$ cat config.mk
export PLATFORM = sky130hd
export DESIGN_NAME = count_bcd_7seg_disp_flat
export DESIGN_NICKNAME = d
export VERILOG_FILES = /design/src/rtl/count_bcd_7seg_disp_if.sv /design/src/rtl/count_bcd_7seg_disp.sv /design/src/flat_wrapper.sv
export SDC_FILE = /design/constraint.sdc
export NUM_CORES = 1
export LEC_CHECK = 0
export ABC_AREA = 1
export BUFFER_PORTS_ARGS = -buffer_cell sky130_fd_sc_hd__buf_2
export CAP_MARGIN = 20
export CORE_MARGIN = 1.5
export CORE_UTILIZATION = 53
export CTS_CLUSTER_DIAMETER = 30
export DETAILED_ROUTE_END_ITERATION = 7
export PLACE_DENSITY = 0.85
export RECOVER_POWER = 100
export SLEW_MARGIN = 20
export SYNTH_ARGS = -nofsm -noshare
export SYNTH_HDL_FRONTEND = slang
export SYNTH_SLANG_ARGS = --single-unit
$ cat constraint.sdc
create_clock -name i_clk -period 1.52 [get_ports i_clk]
set_input_delay 0.152 -clock i_clk [delete_from_list [all_inputs] [get_ports i_clk]]
set_output_delay 0.152 -clock i_clk [all_outputs]
set_load 0.03 [all_outputs]
$ cat src/rtl/count_bcd_7seg_disp_if.sv
// Bundles the counter value going into the BCD/7-segment display stage
// with the converted result and the multiplexed display drive coming out.
interface count_bcd_7seg_disp_if #(
    parameter int N      = 6,
    parameter int DIGITS = 2
);
    logic [N-1:0]        bin_in;
    logic [4*DIGITS-1:0] bcd_out;
    logic                conv_done;
    logic                busy;
    logic [6:0]          seg;
    logic [DIGITS-1:0]   an;

    modport master (
        output bin_in,
        input  bcd_out,
        input  conv_done,
        input  busy,
        input  seg,
        input  an
    );

    modport slave (
        input  bin_in,
        output bcd_out,
        output conv_done,
        output busy,
        output seg,
        output an
    );
endinterface

$ cat src/rtl/count_bcd_7seg_disp.sv
// Converts the free-running counter value to BCD with a one-shift-per-cycle
// double-dabble engine and scans the digits onto a multiplexed 7-segment display.
module count_bcd_7seg_disp #(
    parameter int N              = 6,
    parameter int DIGITS         = 2,
    parameter int REFRESH_DIV    = 50000,
    parameter bit SEG_ACTIVE_LOW = 1'b1,
    parameter bit AN_ACTIVE_LOW  = 1'b1,
    parameter bit BLANK_LZ       = 1'b1
) (
    input logic                  i_clk,
    input logic                  i_clr_n,
    count_bcd_7seg_disp_if.slave bus
);

    localparam int BCD_W  = 4 * DIGITS;
    localparam int SR_W   = BCD_W + N;
    localparam int ITER_W = (N > 1) ? $clog2(N) : 1;
    localparam int REF_W  = (REFRESH_DIV > 1) ? $clog2(REFRESH_DIV) : 1;
    localparam int DIG_W  = (DIGITS > 1) ? $clog2(DIGITS) : 1;

    localparam logic [6:0]        SEG_OFF = SEG_ACTIVE_LOW ? 7'h7F : 7'h00;
    localparam logic [DIGITS-1:0] AN_OFF  = AN_ACTIVE_LOW ? {DIGITS{1'b1}} : {DIGITS{1'b0}};

    typedef enum logic [1:0] {
        IDLE,
        SHIFT,
        DONE
    } state_t;

    state_t              r_state;
    state_t              w_nextState;
    logic                w_start;
    logic                w_load;
    logic                w_shiftEn;
    logic                w_done;
    logic                w_busy;

    logic                r_valid;
    logic [N-1:0]        r_lastVal;
    logic [SR_W-1:0]     r_shift;
    logic [SR_W-1:0]     w_adj;
    logic [ITER_W-1:0]   r_iter;
    logic [BCD_W-1:0]    r_bcdOut;
    logic                r_convDone;

    logic [REF_W-1:0]    r_refresh;
    logic [DIG_W-1:0]    r_digit;
    logic [DIGITS-1:0]   w_blankVec;
    logic                w_zeroAbove;
    logic [3:0]          w_curNibble;
    logic [6:0]          w_segRaw;
    logic [DIGITS-1:0]   w_oneHot;
    logic [6:0]          r_seg;
    logic [DIGITS-1:0]   r_an;

    function automatic logic [6:0] decodeDigit(input logic [3:0] d);
        logic [6:0] s;
        case (d)
            4'd0:    s = 7'b0111111;
            4'd1:    s = 7'b0000110;
            4'd2:    s = 7'b1011011;
            4'd3:    s = 7'b1001111;
            4'd4:    s = 7'b1100110;
            4'd5:    s = 7'b1101101;
            4'd6:    s = 7'b1111101;
            4'd7:    s = 7'b0000111;
            4'd8:    s = 7'b1111111;
            4'd9:    s = 7'b1101111;
            default: s = 7'b0000000;
        endcase
        return s;
    endfunction

    always_ff @(posedge i_clk or negedge i_clr_n) begin
        if (!i_clr_n) begin
            r_state <= IDLE;
        end else begin
            r_state <= w_nextState;
        end
    end

    // A cleared valid flag forces one conversion even if bin_in matches the stale last value.
    always_comb begin
        w_nextState = r_state;
        w_load      = 1'b0;
        w_shiftEn   = 1'b0;
        w_done      = 1'b0;
        w_busy      = 1'b0;
        w_start     = !r_valid || (bus.bin_in != r_lastVal);
        case (r_state)
            IDLE: begin
                if (w_start) begin
                    w_load      = 1'b1;
                    w_nextState = SHIFT;
                end
            end
            SHIFT: begin
                w_busy    = 1'b1;
                w_shiftEn = 1'b1;
                if (r_iter == ITER_W'(N - 1)) begin
                    w_nextState = DONE;
                end
            end
            DONE: begin
                w_busy      = 1'b1;
                w_done      = 1'b1;
                w_nextState = IDLE;
            end
            default: begin
                w_nextState = IDLE;
            end
        endcase
    end

    always_comb begin
        w_adj = r_shift;
        for (int d = 0; d < DIGITS; d++) begin
            if (r_shift[N+4*d +: 4] >= 4'd5) begin
                w_adj[N+4*d +: 4] = r_shift[N+4*d +: 4] + 4'd3;
            end
        end
    end

    always_ff @(posedge i_clk or negedge i_clr_n) begin
        if (!i_clr_n) begin
            r_shift    <= '0;
            r_lastVal  <= '0;
            r_valid    <= 1'b0;
            r_iter     <= '0;
            r_bcdOut   <= '0;
            r_convDone <= 1'b0;
        end else begin
            r_convDone <= w_done;
            if (w_load) begin
                r_shift   <= {{BCD_W{1'b0}}, bus.bin_in};
                r_lastVal <= bus.bin_in;
                r_valid   <= 1'b1;
                r_iter    <= '0;
            end else if (w_shiftEn) begin
                r_shift <= w_adj << 1;
                r_iter  <= r_iter + ITER_W'(1);
            end
            if (w_done) begin
                r_bcdOut <= r_shift[SR_W-1 -: BCD_W];
            end
        end
    end

    always_ff @(posedge i_clk or negedge i_clr_n) begin
        if (!i_clr_n) begin
            r_refresh <= '0;
            r_digit   <= '0;
        end else if (r_refresh == REF_W'(REFRESH_DIV - 1)) begin
            r_refresh <= '0;
            r_digit   <= (r_digit == DIG_W'(DIGITS - 1)) ? '0 : r_digit + DIG_W'(1);
        end else begin
            r_refresh <= r_refresh + REF_W'(1);
        end
    end

    // Walk from the most significant digit down so a digit blanks only when everything above it is zero too.
    always_comb begin
        w_zeroAbove = 1'b1;
        w_blankVec  = '0;
        for (int k = DIGITS - 1; k >= 0; k--) begin
            w_zeroAbove   = w_zeroAbove && (r_bcdOut[4*k +: 4] == 4'd0);
            w_blankVec[k] = BLANK_LZ && (k != 0) && w_zeroAbove;
        end
    end

    always_comb begin
        w_curNibble = r_bcdOut[4*r_digit +: 4];
        w_segRaw    = w_blankVec[r_digit] ? 7'b0000000 : decodeDigit(w_curNibble);
        w_oneHot    = DIGITS'(1) << r_digit;
    end

    always_ff @(posedge i_clk or negedge i_clr_n) begin
        if (!i_clr_n) begin
            r_seg <= SEG_OFF;
            r_an  <= AN_OFF;
        end else begin
            r_seg <= SEG_ACTIVE_LOW ? ~w_segRaw : w_segRaw;
            r_an  <= AN_ACTIVE_LOW ? ~w_oneHot : w_oneHot;
        end
    end

    assign bus.bcd_out   = r_bcdOut;
    assign bus.conv_done = r_convDone;
    assign bus.busy      = w_busy;
    assign bus.seg       = r_seg;
    assign bus.an        = r_an;

endmodule

$ cat src/flat_wrapper.sv
// flat-port wrapper written by rule: the top's interface ports become plain ports
module count_bcd_7seg_disp_flat 
#(
    parameter int N              = 6,
    parameter int DIGITS         = 2,
    parameter int REFRESH_DIV    = 50000,
    parameter bit SEG_ACTIVE_LOW = 1'b1,
    parameter bit AN_ACTIVE_LOW  = 1'b1,
    parameter bit BLANK_LZ       = 1'b1
)
  (i_clk, i_clr_n, bus_bin_in, bus_bcd_out, bus_conv_done, bus_busy, bus_seg, bus_an);
  count_bcd_7seg_disp_if #(.N(N), .DIGITS(DIGITS)) bus_i ();
  input logic i_clk;
  input logic i_clr_n;
  input wire logic [$bits(bus_i.bin_in)-1:0] bus_bin_in;
  output wire logic [$bits(bus_i.bcd_out)-1:0] bus_bcd_out;
  output wire logic [$bits(bus_i.conv_done)-1:0] bus_conv_done;
  output wire logic [$bits(bus_i.busy)-1:0] bus_busy;
  output wire logic [$bits(bus_i.seg)-1:0] bus_seg;
  output wire logic [$bits(bus_i.an)-1:0] bus_an;
  assign bus_i.bin_in = bus_bin_in;
  assign bus_bcd_out = bus_i.bcd_out;
  assign bus_conv_done = bus_i.conv_done;
  assign bus_busy = bus_i.busy;
  assign bus_seg = bus_i.seg;
  assign bus_an = bus_i.an;
  count_bcd_7seg_disp #(.N(N), .DIGITS(DIGITS), .REFRESH_DIV(REFRESH_DIV), .SEG_ACTIVE_LOW(SEG_ACTIVE_LOW), .AN_ACTIVE_LOW(AN_ACTIVE_LOW), .BLANK_LZ(BLANK_LZ)) u_core (.i_clk(i_clk), .i_clr_n(i_clr_n), .bus(bus_i));
endmodule
After elaboration in Yosys (flattened, before gate mapping)
Memory sizes are Yosys's and may differ from the RTL's.
Cells that the tools add are included.
{"block": "word_totals", "ff_bits": 61, "romBits": 112, "input_bits": 8, "out_inout_bits": 19, "word_cells": 57, "memories": 1}
{"block": "classes", "add_sub_neg": 5, "magnitude_cmp": 3, "eq_ne": 7, "shift": 2, "muxes": 19, "bitwise": 2, "reduce_logical": 7}
{"name": "(name not given)", "depth": 16, "width": 7, "rd": 1, "rd_ports_with_merged_regs": 0, "wr": 0, "line_no": "count_bcd_7seg_disp.sv:59", "source": "case (d)"}
{"op": "$mux 14", "count": 2}
{"op": "$add 16x1->16 const B", "count": 1}
{"op": "$eq 16x16->1 const B", "count": 1}
{"op": "$mux 16", "count": 1}
{"op": "$mux 3", "count": 3}
{"op": "$ge 4x3->1 const B", "count": 2}
{"op": "$mux 1", "count": 8}
{"op": "$shiftx 8x4->4", "count": 1}
{"op": "$mux 7", "count": 1}
{"op": "$not 7->7", "count": 1}
{"op": "$ne 6x6->1", "count": 1}
{"op": "$add 4x2->4 const B", "count": 1}
{"op": "$logic_not 4->1", "count": 1}
{"op": "$mux 2", "count": 2}
{"op": "$mux 4", "count": 1}
{"op": "$ne 2x1->1 const B", "count": 2}
{"op": "$pmux 2 s2", "count": 1}
{"op": "$add 3x1->3 const B", "count": 1}
{"op": "$add 3x2->3 const B", "count": 1}
{"op": "$eq 3x3->1 const B", "count": 1}
{"op": "$eq 2x1->1 const B", "count": 1}
{"op": "$eq 2x2->1 const B", "count": 1}
{"op": "$logic_not 2->1", "count": 1}
{"op": "$lt 1x2->1 const B", "count": 1}
{"op": "other kinds (8)", "count": 8}

Depth between registers and ports, before layout
Gate-level depths: netlist of the first run.
{"block": "depth", "ltp_word": 5, "mapped_depth": 11, "mapped_depth_nobuf": 10}

Worst setup path after synthesis of the first run
No wires, ideal clock.
{"block": "synth_path", "kind": "register to register", "from": "register u_core.r_bcdOut[0], in the netlist u_core.bus.bcd_out[0]", "to": "register u_core.r_seg[6], in the netlist u_core.bus.seg[6]", "setup_ns": 0.082, "arrival_time_ns": 1.610, "required_time_ns": 1.438, "setup_slack_ns": -0.172, "path_stages_with_launch": 7, "path_buffers": 0, "synth_period_minus_slack_ns": 1.692, "cell_sequence": "dfrtp_1 -> o21ai_0 -> inv_1 -> ha_1 -> or2_2 -> o211ai_1 -> nand2_1"}
{"block": "synth_between", "elab_chain_cells": 4}
{"item": "start, declared", "line_no": "count_bcd_7seg_disp.sv:44", "source": "logic [BCD_W-1:0] r_bcdOut;"}
{"item": "start signal, assigned", "line_no": "count_bcd_7seg_disp.sv:145", "source": "r_bcdOut <= r_shift[SR_W-1 -: BCD_W];"}
{"item": "$shiftx 8x4->4", "line_no": "count_bcd_7seg_disp.sv:173", "source": "w_curNibble = r_bcdOut[4*r_digit +: 4];"}
{"item": "$mem_v2 16x7"}
{"item": "$mux 7", "line_no": "count_bcd_7seg_disp.sv:174", "source": "w_segRaw = w_blankVec[r_digit] ? 7'b0000000 : decodeDigit(w_curNibble);"}
{"item": "$not 7->7", "line_no": "count_bcd_7seg_disp.sv:183", "source": "r_seg <= SEG_ACTIVE_LOW ? ~w_segRaw : w_segRaw;"}
{"item": "end signal, assigned", "line_no": "count_bcd_7seg_disp.sv:183"}
{"item": "end, declared", "line_no": "count_bcd_7seg_disp.sv:54", "source": "logic [6:0] r_seg;"}
Every way passes these cells.
A chain may end at the register's enable or synchronous reset.

Worst setup path after layout of the first run
{"block": "layout_path", "from": "register u_core.r_digit", "to": "register u_core.r_seg[0], in the netlist u_core.bus.seg[0]"}
{"block": "layout_between", "elab_chain_cells": 4, "elab_cells_between_ends": 6, "cone_classes": "1 x shift; 3 x mux; 1 x bitwise; 1 x memory"}
{"item": "start, declared", "line_no": "count_bcd_7seg_disp.sv:48", "source": "logic [DIG_W-1:0] r_digit;"}
{"item": "start signal, assigned", "line_no": "count_bcd_7seg_disp.sv:156", "source": "r_digit <= (r_digit == DIG_W'(DIGITS - 1)) ? '0 : r_digit + DIG_W'(1);"}
{"item": "$shiftx 8x4->4 or $mux 1 (tied branches)", "line_no": "count_bcd_7seg_disp.sv:173, count_bcd_7seg_disp.sv:174"}
{"item": "$mem_v2 16x7 or $mux 1 (tied branches)"}
{"item": "$mux 7 *", "line_no": "count_bcd_7seg_disp.sv:174"}
{"item": "$not 7->7 *", "line_no": "count_bcd_7seg_disp.sv:183"}
Every way passes the cells marked *; elsewhere a longest branch is shown, timed or not. The select of a mux whose other input is x is not followed.

==> run_results.csv, run 1 <==
group,metric,value,unit
synthesis,ys_seq_elements,61,
synthesis,synth_top_family_by_area,"simple AND/OR/NAND/NOR gates",
placed_design,portBuffers,26,
route,dr.pass1.iters,4,
synthesis,synth_top_cell_area_share,41.9,%
worst_setup_path,critPathBufInv,2,
power_and_ir_drop,vdd_drop_max,1100,uV
worst_setup_path,crit_family,"flip-flops",
outcome,outcome,"finished clean",
synthesis,synth_top_cell_by_area,"dfrtp_1",
global_routing,antenna_found_initial,0,
route,vias_per_cell,4.91,
worst_setup_path,start_kind,"flip-flop",
clock_tree,clockBufferDepth,2,
worst_setup_path,critPathMaxFanout,7,
sta,drv_slew,0,
power_and_ir_drop,p_per_area,1730,nW/um^2
worst_setup_path,cp.arrival,1.70,ns
synthesis,synth_xor_area_share,3.38,%
global_routing,grt_pass1_vias,2299,
worst_setup_path,cp.depth,8,
route,postRouteWirelength,5.56,mm
synthesis,synthSimpleGateAreaFrac,22.0,%
sta,finalCritPeriodShare,94.6,%
synthesis,syn_inst,377,
worst_setup_path,startpoint,"u_core.r_digit$_DFFE_PN0N_",
route,via_count,2432,
finish,drive_gt1_share,15.6,%
route,wl_per_cell,11.2,um
synthesis,yosysWarnings,0,
synthesis,synth_area,3110,um^2
worst_setup_path,path_class,"reg2reg",
global_routing,grt_max_degree,62,
worst_setup_path,crit_required,1.78,ns
worst_setup_path,cp-end-kind,"flip-flop",
floorplanning,rows,27,
floorplanning,start_util,55.7,%
finish,diodes,0,
synthesis,avgSynthCellArea,8.24,um^2
floorplanning,coreArea,5570,um^2
finish,finalNetCount,442,
finish,synthToLayoutAreaGrowth,15.1,%
placed_design,pre_cts_ws,0.0103,ns
synthesis,yosysSeqAreaShare,49.5,%
sta,layout_setup_ws,0.0822,ns
global_routing,grt.total_usage,19.6,%
clock_tree,cts_tree,"built",
worst_setup_path,critical_path.max_stage_delay,0.45,ns
worst_setup_path,crit_slowest_cell,"dfrtp_2",
floorplanning,io_pins,27,
power_and_ir_drop,power,0.00620,W
worst_setup_path,path_cells,"nand2_1, o21a_1, inv_2, ha_1, o21ai_0, inv_1, o21ai_0, nand2_1",
sta,worst_pin_slew,0.785,ns
synthesis,synth.distinct_cells,28,
route,ant_nets,0,
placed_design,gp_congestion,0.862,
clock_tree,numCtsBuffers,9,
floorplanning,die_h,79.5,um
floorplanning,die-area,6330,um^2
clock_tree,insertion_delay,0.34,ns
finish,layout_common_cells,"nand2_1 (93), inv_1 (52), dfrtp_1 (49), nor2_1 (39), o21ai_0 (26)",
route,drtIter0Drc,128,
worst_setup_path,r2r_slack,0.08,ns
finish,final_common_cell,"nand2_1",
clock_tree,htreeDepth,3,
worst_setup_path,reg2reg_depth,8,
synthesis,synth_compound_area_share,9.75,%
finish,utilization,64.1,%
worst_setup_path,r2r_end,"u_core.bus.seg[0]$_DFF_PN1_",
min_path,hp-class,"in2reg",
clock_tree,cts_num_sinks,61,
global_routing,grt_pass1_wl,9.49,mm
sta,setup_viol,0,
sta,period_minus_slack,1.44,ns
synthesis,synthTopCellsByArea,"dfrtp_1 (42%), nand2_1 (11%), dfstp_2 (7.6%)",
worst_setup_path,rr_startpoint,"u_core.r_digit$_DFFE_PN0N_",
run,max-cap-violations,0,
global_routing,overflow,0,
clock_tree,path_clk_slew,0.07,ns
sta,finClkSkew,0.00682,ns
synthesis,synth_nets,401,
clock_tree,cts-root-buf,"clkbuf_8",
sta,max_clock_freq,0.696,GHz
synthesis,synth_fa_ha_area_share,6.45,%
worst_setup_path,cp-endpoint,"u_core.bus.seg[0]$_DFF_PN1_",
power_and_ir_drop,p_leak,1.76,nW
route,drc,0,
sta,timing.final.hold_violations,0,
sta,fin_hold_ws,0.0719,ns
synthesis,synth.area.mux_share,0,%
floorplanning,die_x,79.5,um
placed_design,hpwl,3.94,mm
sta,tns,0,ns
sta,slew_headroom,47.6,%
-- power by group --
group	total [W]	internal (W)	switching (W)	leakage, nW
Combinational	0.00238	0.000771	0.00161	0.888
Sequential	0.00234	0.00210	0.000242	0.762
Clock	0.00149	0.000889	0.000599	0.106
-- worst min-delay path by stage --
stage | startpoint | cells after the start | end
5_1_grt | bus_bin_in[4] | 3 | u_core.r_shift[4]$_DFFE_PN0P_
3_5_place_dp | i_clr_n | 2 | u_core.bus.bcd_out[5]$_DFFE_PN0P_
3_3_place_gp | i_clr_n | 2 | u_core.bus.bcd_out[7]$_DFFE_PN0P_
2_1_floorplan | i_clr_n | 0 | u_core.bus.bcd_out[0]$_DFFE_PN0P_
6_report | bus_bin_in[0] | 3 | u_core.r_lastVal[0]$_DFFE_PN0P_
4_1_cts | bus_bin_in[0] | 3 | u_core.r_lastVal[0]$_DFFE_PN0P_
-- flip-flops by register name, indices dropped and copies added (netlist names) --
register and flops:
u_core.bus.conv_done 1, u_core.r_digit 1, u_core.r_refresh 16, u_core.r_shift 14, u_core.bus.seg 7, u_core.r_iter 3
u_core.r_valid 1, u_core.r_lastVal 6, u_core.bus.an 2, u_core.r_state 2, u_core.bus.bcd_out 8
-- cells by family (layout without fill, tap and decap cells) --
| kind of cell | count (synthesis) | in the layout |
|---|---|---|
| buf+inv | 67 | 113 |
| fa+ha+maj | 16 | 16 |
| xor+xnor | 12 | 12 |
| compound gates | 57 | 57 |
| simple gates | 164 | 164 |
| flops | 61 | 61 |
-- tightest hold or removal path, delay by kind of cell --
kind | cells | cell delay, ns
buffers and inverters | 1 | 0.10
and+or+nand+nor | 2 | 0.13
-- through the flow --
step / cell area [um^2] / cells
floorplan: 3110 / 377
global placement: 3340 / 474
detailed placement: 3340 / 474
CTS: 3570 / 492
global route: 3570 / 495
finish: 3570 / 495
-- per-layer routing --
layer / global-route usage [%] / wire, um
met3: 7.31 / 279
met4: 6.67 / 74
met5: 0 / 0
met2: 34.3 / 2780
met1: 21.8 / 2430
-- synthesized netlist by cell type --
master,count
nand2_1,92
inv_1,57
dfrtp_1,52
nor2_1,39
o21ai_0,27
a21oi_1,19
nand3_1,17
ha_1,16
dfstp_2,9
xor2_1,9
nor2_2,5
o21ai_1,5
clkbuf_1,4
nand4_1,4
buf_6,3
xnor2_1,3
inv_2,2
o21a_1,2
o21ai_2,2
or2_2,2
a21boi_1,1
buf_2,1
nand2_2,1
nand2_4,1
nand3_2,1
nor3_1,1
nor4_1,1
o211ai_1,1
-- area by class of cell --
type | count | area (um^2)
clock buffers | 13 | 169
clock inverters | 3 | 42.5
fillers | 469 | 2000
inverters | 59 | 225
multi-input cells | 249 | 1320
flip-flops and latches | 61 | 1540
well taps | 72 | 90.1
repair buffers | 38 | 191
-- timing repair --
| action | 4_1_cts | 5_1_grt |
|---|---|---|
| setup endpoints to repair | 1 | 11 |
| pin swaps | 1 | 1 |
| resized for setup | 0 | 13 |
| hold buffers | 1 | 0 |
| buffers inserted | 1 | 3 |
| hold endpoints to repair | 52 | 0 |
No activity file was read; power rests on OpenSTA's default activity.
==> inputs of run 2 (changes only) <==
Settings changed: GPL_TIMING_DRIVEN set to 0.
==> run 2 against run 1 <==
Effect of this change:
- fmax down 1.1%
- via count up 2.9%
- critical endpoint unchanged
- die area unchanged
==> run_results.csv, run 2 (same netlist as run 1, synthesis figures left out) <==
group,metric,value,unit
clock_tree,path_clk_slew,0.07,ns
route,ant_nets,0,
clock_tree,cts_num_sinks,61,
power_and_ir_drop,switching_share,41.2,%
power_and_ir_drop,power,0.00621,W
clock_tree,insertion_delay,0.34,ns
route,postRouteWirelength,5.95,mm
finish,diodes,0,
sta,max_clock_freq,0.688,GHz
floorplanning,rows,27,
worst_setup_path,start_kind,"flip-flop",
floorplanning,die-area,6330,um^2
route,drtIter0Drc,98,
placed_design,gp_congestion,0.837,
global_routing,grt.total_usage,20.8,%
finish,top_register,"u_core.r_refresh",
sta,fin_hold_ws,0.0760,ns
clock_tree,numCtsBuffers,9,
run,max-cap-violations,0,
floorplanning,start_util,55.7,%
floorplanning,io_pins,27,
finish,synthToLayoutAreaGrowth,16.6,%
route,drc,0,
worst_setup_path,crit_required,1.78,ns
worst_setup_path,rr_startpoint,"u_core.r_digit$_DFFE_PN0N_",
worst_setup_path,r2r_end,"u_core.bus.seg[0]$_DFF_PN1_",
power_and_ir_drop,p_sw,0.00256,W
sta,finClkSkew,0.00703,ns
floorplanning,coreArea,5570,um^2
global_routing,grt_pass1_vias,2360,
min_path,hp-class,"in2reg",
placed_design,hpwl,4.10,mm
sta,drv_slew,0,
sta,slew_headroom,46.1,%
power_and_ir_drop,clkPwrFrac,19.9,%
outcome,outcome,"finished clean",
power_and_ir_drop,vdd_drop_max,1230,uV
floorplanning,die_h,79.5,um
clock_tree,cts_tree,"built",
power_and_ir_drop,pwr-share-comb,42.4,%
finish,finalNetCount,447,
sta,tns,0,ns
sta,period_minus_slack,1.45,ns
min_path,holdCritStartpoint,"bus_bin_in[0]",
finish,final_common_cell,"nand2_1",
power_and_ir_drop,p_per_area,1710,nW/um^2
global_routing,overflow,0,
worst_setup_path,reg2reg_depth,9,
sta,worst_pin_slew,0.808,ns
sta,setup_viol,0,
worst_setup_path,r2r_slack,0.07,ns
route,wl_per_cell,11.9,um
sta,timing.final.hold_violations,0,
placed_design,portBuffers,26,
sta,finalCritPeriodShare,95.7,%
min_path,holdPathEnd,"u_core.r_shift[0]$_DFFE_PN0P_",
finish,utilization,65.0,%
finish,finalInstanceArea,3620,um^2
clock_tree,cts-root-buf,"clkbuf_8",
power_and_ir_drop,seqPwrFrac,37.7,%
finish,layout_common_cells,"nand2_1 (88), inv_1 (52), dfrtp_1 (51), nor2_1 (39), o21ai_0 (24)",
route,via_count,2502,
worst_setup_path,cp-end-kind,"flip-flop",
route,dr.pass1.iters,6,
worst_setup_path,path_class,"reg2reg",
power_and_ir_drop,intPower,0.00365,W
finish,largest_reg_flops,16,
finish,drive_gt1_share,18.0,%
min_path,hold_path_depth,3,
global_routing,antenna_found_initial,0,
floorplanning,die_x,79.5,um
global_routing,grt_pass1_wl,10.0,mm
route,vias_per_cell,5.00,
clock_tree,clockBufferDepth,2,
placed_design,post_dp_cell_area,3330,um^2
worst_setup_path,critPathMaxFanout,5,
power_and_ir_drop,p_leak,1.79,nW
worst_setup_path,cp.arrival,1.72,ns
clock_tree,htreeDepth,3,
global_routing,grt_max_degree,62,
## run 2: stage by stage
step	setup slack, ns	instances
after global placement	-0.0266	475
after floorplan	0.00924	377
after detailed placement	-0.0689	475
after CTS	0.0136	493
after global routing	-0.00553	500
final	0.0655	500
## run 2: worst max-delay path by stage
| stage | startpoint | end | slack (ns) | cells past startpoint |
|---|---|---|---|---|
| finish | u_core.r_digit$_DFFE_PN0N_ | u_core.bus.seg[0]$_DFF_PN1_ | 0.07 | 9 |
| global route | u_core.r_refresh[0]$_DFF_PN0_ | u_core.r_refresh[14]$_DFF_PN0_ | -0.006 | 8 |
| CTS | u_core.r_digit$_DFFE_PN0N_ | u_core.bus.seg[0]$_DFF_PN1_ | 0.01 | 9 |
| detailed placement | u_core.r_state[1]$_DFFE_PN0P_ | u_core.r_shift[3]$_DFFE_PN0P_ | -0.07 | 7 |
| global placement | u_core.r_state[1]$_DFFE_PN0P_ | u_core.r_shift[3]$_DFFE_PN0P_ | -0.03 | 7 |
| floorplan | u_core.bus.bcd_out[0]$_DFFE_PN0P_ | u_core.bus.seg[6]$_DFF_PN1_ | 0.009 | 6 |
## run 2: per-layer routing
| metal | GRT usage, % | share of wire (%) |
|---|---|---|
| met1 | 24.0 | 44 |
| met2 | 35.1 | 51 |
| met5 | 0 | 0 |
| met3 | 8.23 | 4.1 |
| met4 | 7.02 | 1.2 |
## run 2: final cells by class
class	count	area, um^2
plain buffers	7	56.3
clock buffers	11	141
clock inverters	5	27.5
fillers	467	1950
inverters	59	225
multi-input cells	249	1340
flip-flops and latches	61	1540
well taps	72	90.1
repair buffers	36	198
## run 2: repair_timing
item,4_1_cts,5_1_grt
gates resized for setup,5,20
hold buffers,1,0
hold endpoints to repair,52,0
setup buffers,2,6
endpoints found under the setup margin,13,31
pin swaps,1,3
cloned,0,1
## run 2: worst max-delay path, stage by stage, from the launching register on
cell and delay [ns]:
dfrtp_1 0.40, buf_6 0.14, nand2_1 0.08, o21a_4 0.15, inv_2 0.06, ha_2 0.17
o21ai_1 0.15, inv_1 0.08, o21ai_0 0.07, nand2_1 0.07
## run 2: power by group through the flow
stage | Sequential (W) | Clock, W | Combinational, W
finish | 0.00234 | 0.00124 | 0.00263
detailed placement | 0.00236 | 0 | 0.00242
floorplan | 0.00265 | 0 | 0.00153
CTS | 0.00233 | 0.00127 | 0.00247
global placement | 0.00234 | 0 | 0.00233
global route | 0.00239 | 0.00134 | 0.00294
==> inputs of run 3 (changes only) <==
Settings changed: BUFFER_PORTS_ARGS -buffer_cell sky130_fd_sc_hd__buf_2 to -buffer_cell sky130_fd_sc_hd__buf_4.
==> run 3 against run 2 <==
Effect of this change:
- power increased by 3.4%
- hold slack got worse by 0.022 ns
- critical path depth decreased by 2
- sequential power about the same
- cell count decreased by 1.2%
- via count decreased by 0.32%
- critical path type unchanged
- largest power group unchanged
==> run_results.csv, run 3 (same netlist as run 1, synthesis figures left out) <==
group,metric,value,unit
power_and_ir_drop,p_sw,0.00257,W
clock_tree,cts_num_sinks,61,
clock_tree,cts_tree,"built",
global_routing,grt_max_degree,62,
route,drtIter0Drc,111,
outcome,outcome,"finished clean",
placed_design,gp_congestion,0.828,
placed_design,portBuffers,26,
finish,finalNetCount,442,
sta,setup_viol,0,
power_and_ir_drop,power,0.00642,W
power_and_ir_drop,clkPwrFrac,20.2,%
sta,period_minus_slack,1.48,ns
finish,largest_reg_flops,16,
floorplanning,die-area,6330,um^2
sta,finalCritPeriodShare,97.6,%
finish,final_common_cell,"nand2_1",
clock_tree,insertion_delay,0.34,ns
floorplanning,io_pins,27,
min_path,hp-class,"in2reg",
sta,max_clock_freq,0.674,GHz
worst_setup_path,path_class,"reg2reg",
finish,diodes,0,
route,dr.pass1.iters,5,
worst_setup_path,start_kind,"flip-flop",
placed_design,hpwl,4.22,mm
floorplanning,die_x,79.5,um
clock_tree,numCtsBuffers,9,
power_and_ir_drop,seqPwrFrac,36.7,%
clock_tree,clockBufferDepth,2,
sta,slew_headroom,51.4,%
power_and_ir_drop,vdd_drop_max,1250,uV
route,drc,0,
route,wl_per_cell,12.4,um
worst_setup_path,critPathMaxFanout,7,
clock_tree,htreeDepth,3,
finish,synthToLayoutAreaGrowth,18.5,%
power_and_ir_drop,pwr-share-comb,43.1,%
sta,worst_pin_slew,0.729,ns
finish,top_register,"u_core.r_refresh",
worst_setup_path,cp.arrival,1.75,ns
global_routing,grt.total_usage,21.3,%
clock_tree,cts-root-buf,"clkbuf_8",
worst_setup_path,crit_required,1.78,ns
placed_design,dpl.cell_count,475,
global_routing,overflow,0,
route,postRouteWirelength,6.10,mm
floorplanning,die_h,79.5,um
power_and_ir_drop,p_per_area,1740,nW/um^2
power_and_ir_drop,switching_share,40.0,%
global_routing,grt_pass1_wl,10.2,mm
floorplanning,rows,27,
route,ant_nets,0,
sta,drv_slew,0,
sta,timing.final.hold_violations,0,
sta,finClkSkew,0.00622,ns
floorplanning,coreArea,5570,um^2
power_and_ir_drop,intPower,0.00385,W
power_and_ir_drop,p_leak,1.85,nW
run,max-cap-violations,0,
clock_tree,path_clk_slew,0.06,ns
floorplanning,start_util,55.7,%
route,via_count,2494,
finish,drive_gt1_share,21.3,%
finish,finalNonFillerCells,494,
sta,rsz0062_at_grt,"yes",
worst_setup_path,cp-end-kind,"flip-flop",
global_routing,antenna_found_initial,0,
global_routing,grt_pass1_vias,2392,
route,vias_per_cell,5.05,
finish,layout_common_cells,"nand2_1 (89), inv_1 (51), dfrtp_1 (50), nor2_1 (39), buf_4 (30)",
## run 3: power by group through the flow
stage                     clock [W]  sequential, W  combinational [W]
after floorplan                   0        0.00265            0.00153
after global placement            0        0.00235            0.00244
after global routing        0.00140        0.00240            0.00310
final                       0.00130        0.00236            0.00276
after CTS                   0.00132        0.00235            0.00260
after detailed placement          0        0.00237            0.00256
## run 3: path summary, 6_finish.rpt
kind	depth (start not counted)	endpoint	slack, ns	startpoint
worst max-delay path	7	u_core.bus.seg[6]$_DFF_PN1_	0.04	u_core.r_digit$_DFFE_PN0N_
worst min register to register	0	u_core.bus.an[0]$_DFF_PN1_	0.41	u_core.r_digit$_DFFE_PN0N_
worst min-delay path	3	u_core.r_shift[0]$_DFFE_PN0P_	0.05	bus_bin_in[0]
worst max register to register	7	u_core.bus.seg[6]$_DFF_PN1_	0.04	u_core.r_digit$_DFFE_PN0N_
min in group asynchronous	2	u_core.r_refresh[3]$_DFF_PN0_	0.42	i_clr_n
max in group asynchronous	2	u_core.r_shift[10]$_DFFE_PN0P_	0.59	i_clr_n
## run 3: layout make-up
type	instances	area (um^2)
Buffer	7	58.8
Tap cell	72	90.1
Inverter	59	225
Fill cell	458	1890
Clock inverter	1	5.00
Clock buffer	14	173
Timing Repair Buffer	31	248
Multi-Input combinational cell	249	1340
Sequential cell	61	1540
## run 3: what timing repair did
item,4_1_cts,5_1_grt
gates resized for setup,4,22
setup buffers,0,4
pin swaps,0,3
endpoints found under the setup margin,18,27
hold buffers,1,0
hold endpoints to repair,52,0
## run 3: metrics by stage
stage | TNS, ns | instance area [um^2] | setup WS (ns) | util, % | hold slack [ns]
finish | 0 | 3680 | 0.0358 | 66.0 | 0.0540
global route | -0.114 | 3680 | -0.0354 | 66.0 | 0.0636
CTS | 0 | 3590 | 0.000616 | 64.4 | 0.0438
detailed placement | -0.290 | 3400 | -0.0594 | 60.9 | 0.270
global placement | -0.0303 | 3400 | -0.0225 | 60.9 | 0.263
floorplan | 0 | 3110 | 0.00924 | - | -0.144
## run 3: worst max-delay path, cell delays in order (launching register included)
cell,delay (ns)
dfrtp_1,0.39
buf_6,0.14
o21ai_4,0.17
inv_2,0.07
ha_1,0.18
or2_2,0.30
o211ai_1,0.08
nand2_1,0.07
## run 3: layer usage
layer | global-route usage (%) | vias to the layer above | share of wire, %
met3 | 8.57 | 11 | 4.5
li1 | - | 1254 | -
met5 | 0 | - | 0
met2 | 36.4 | 64 | 52
met1 | 24.1 | 1165 | 42
met4 | 7.02 | 0 | 1.7
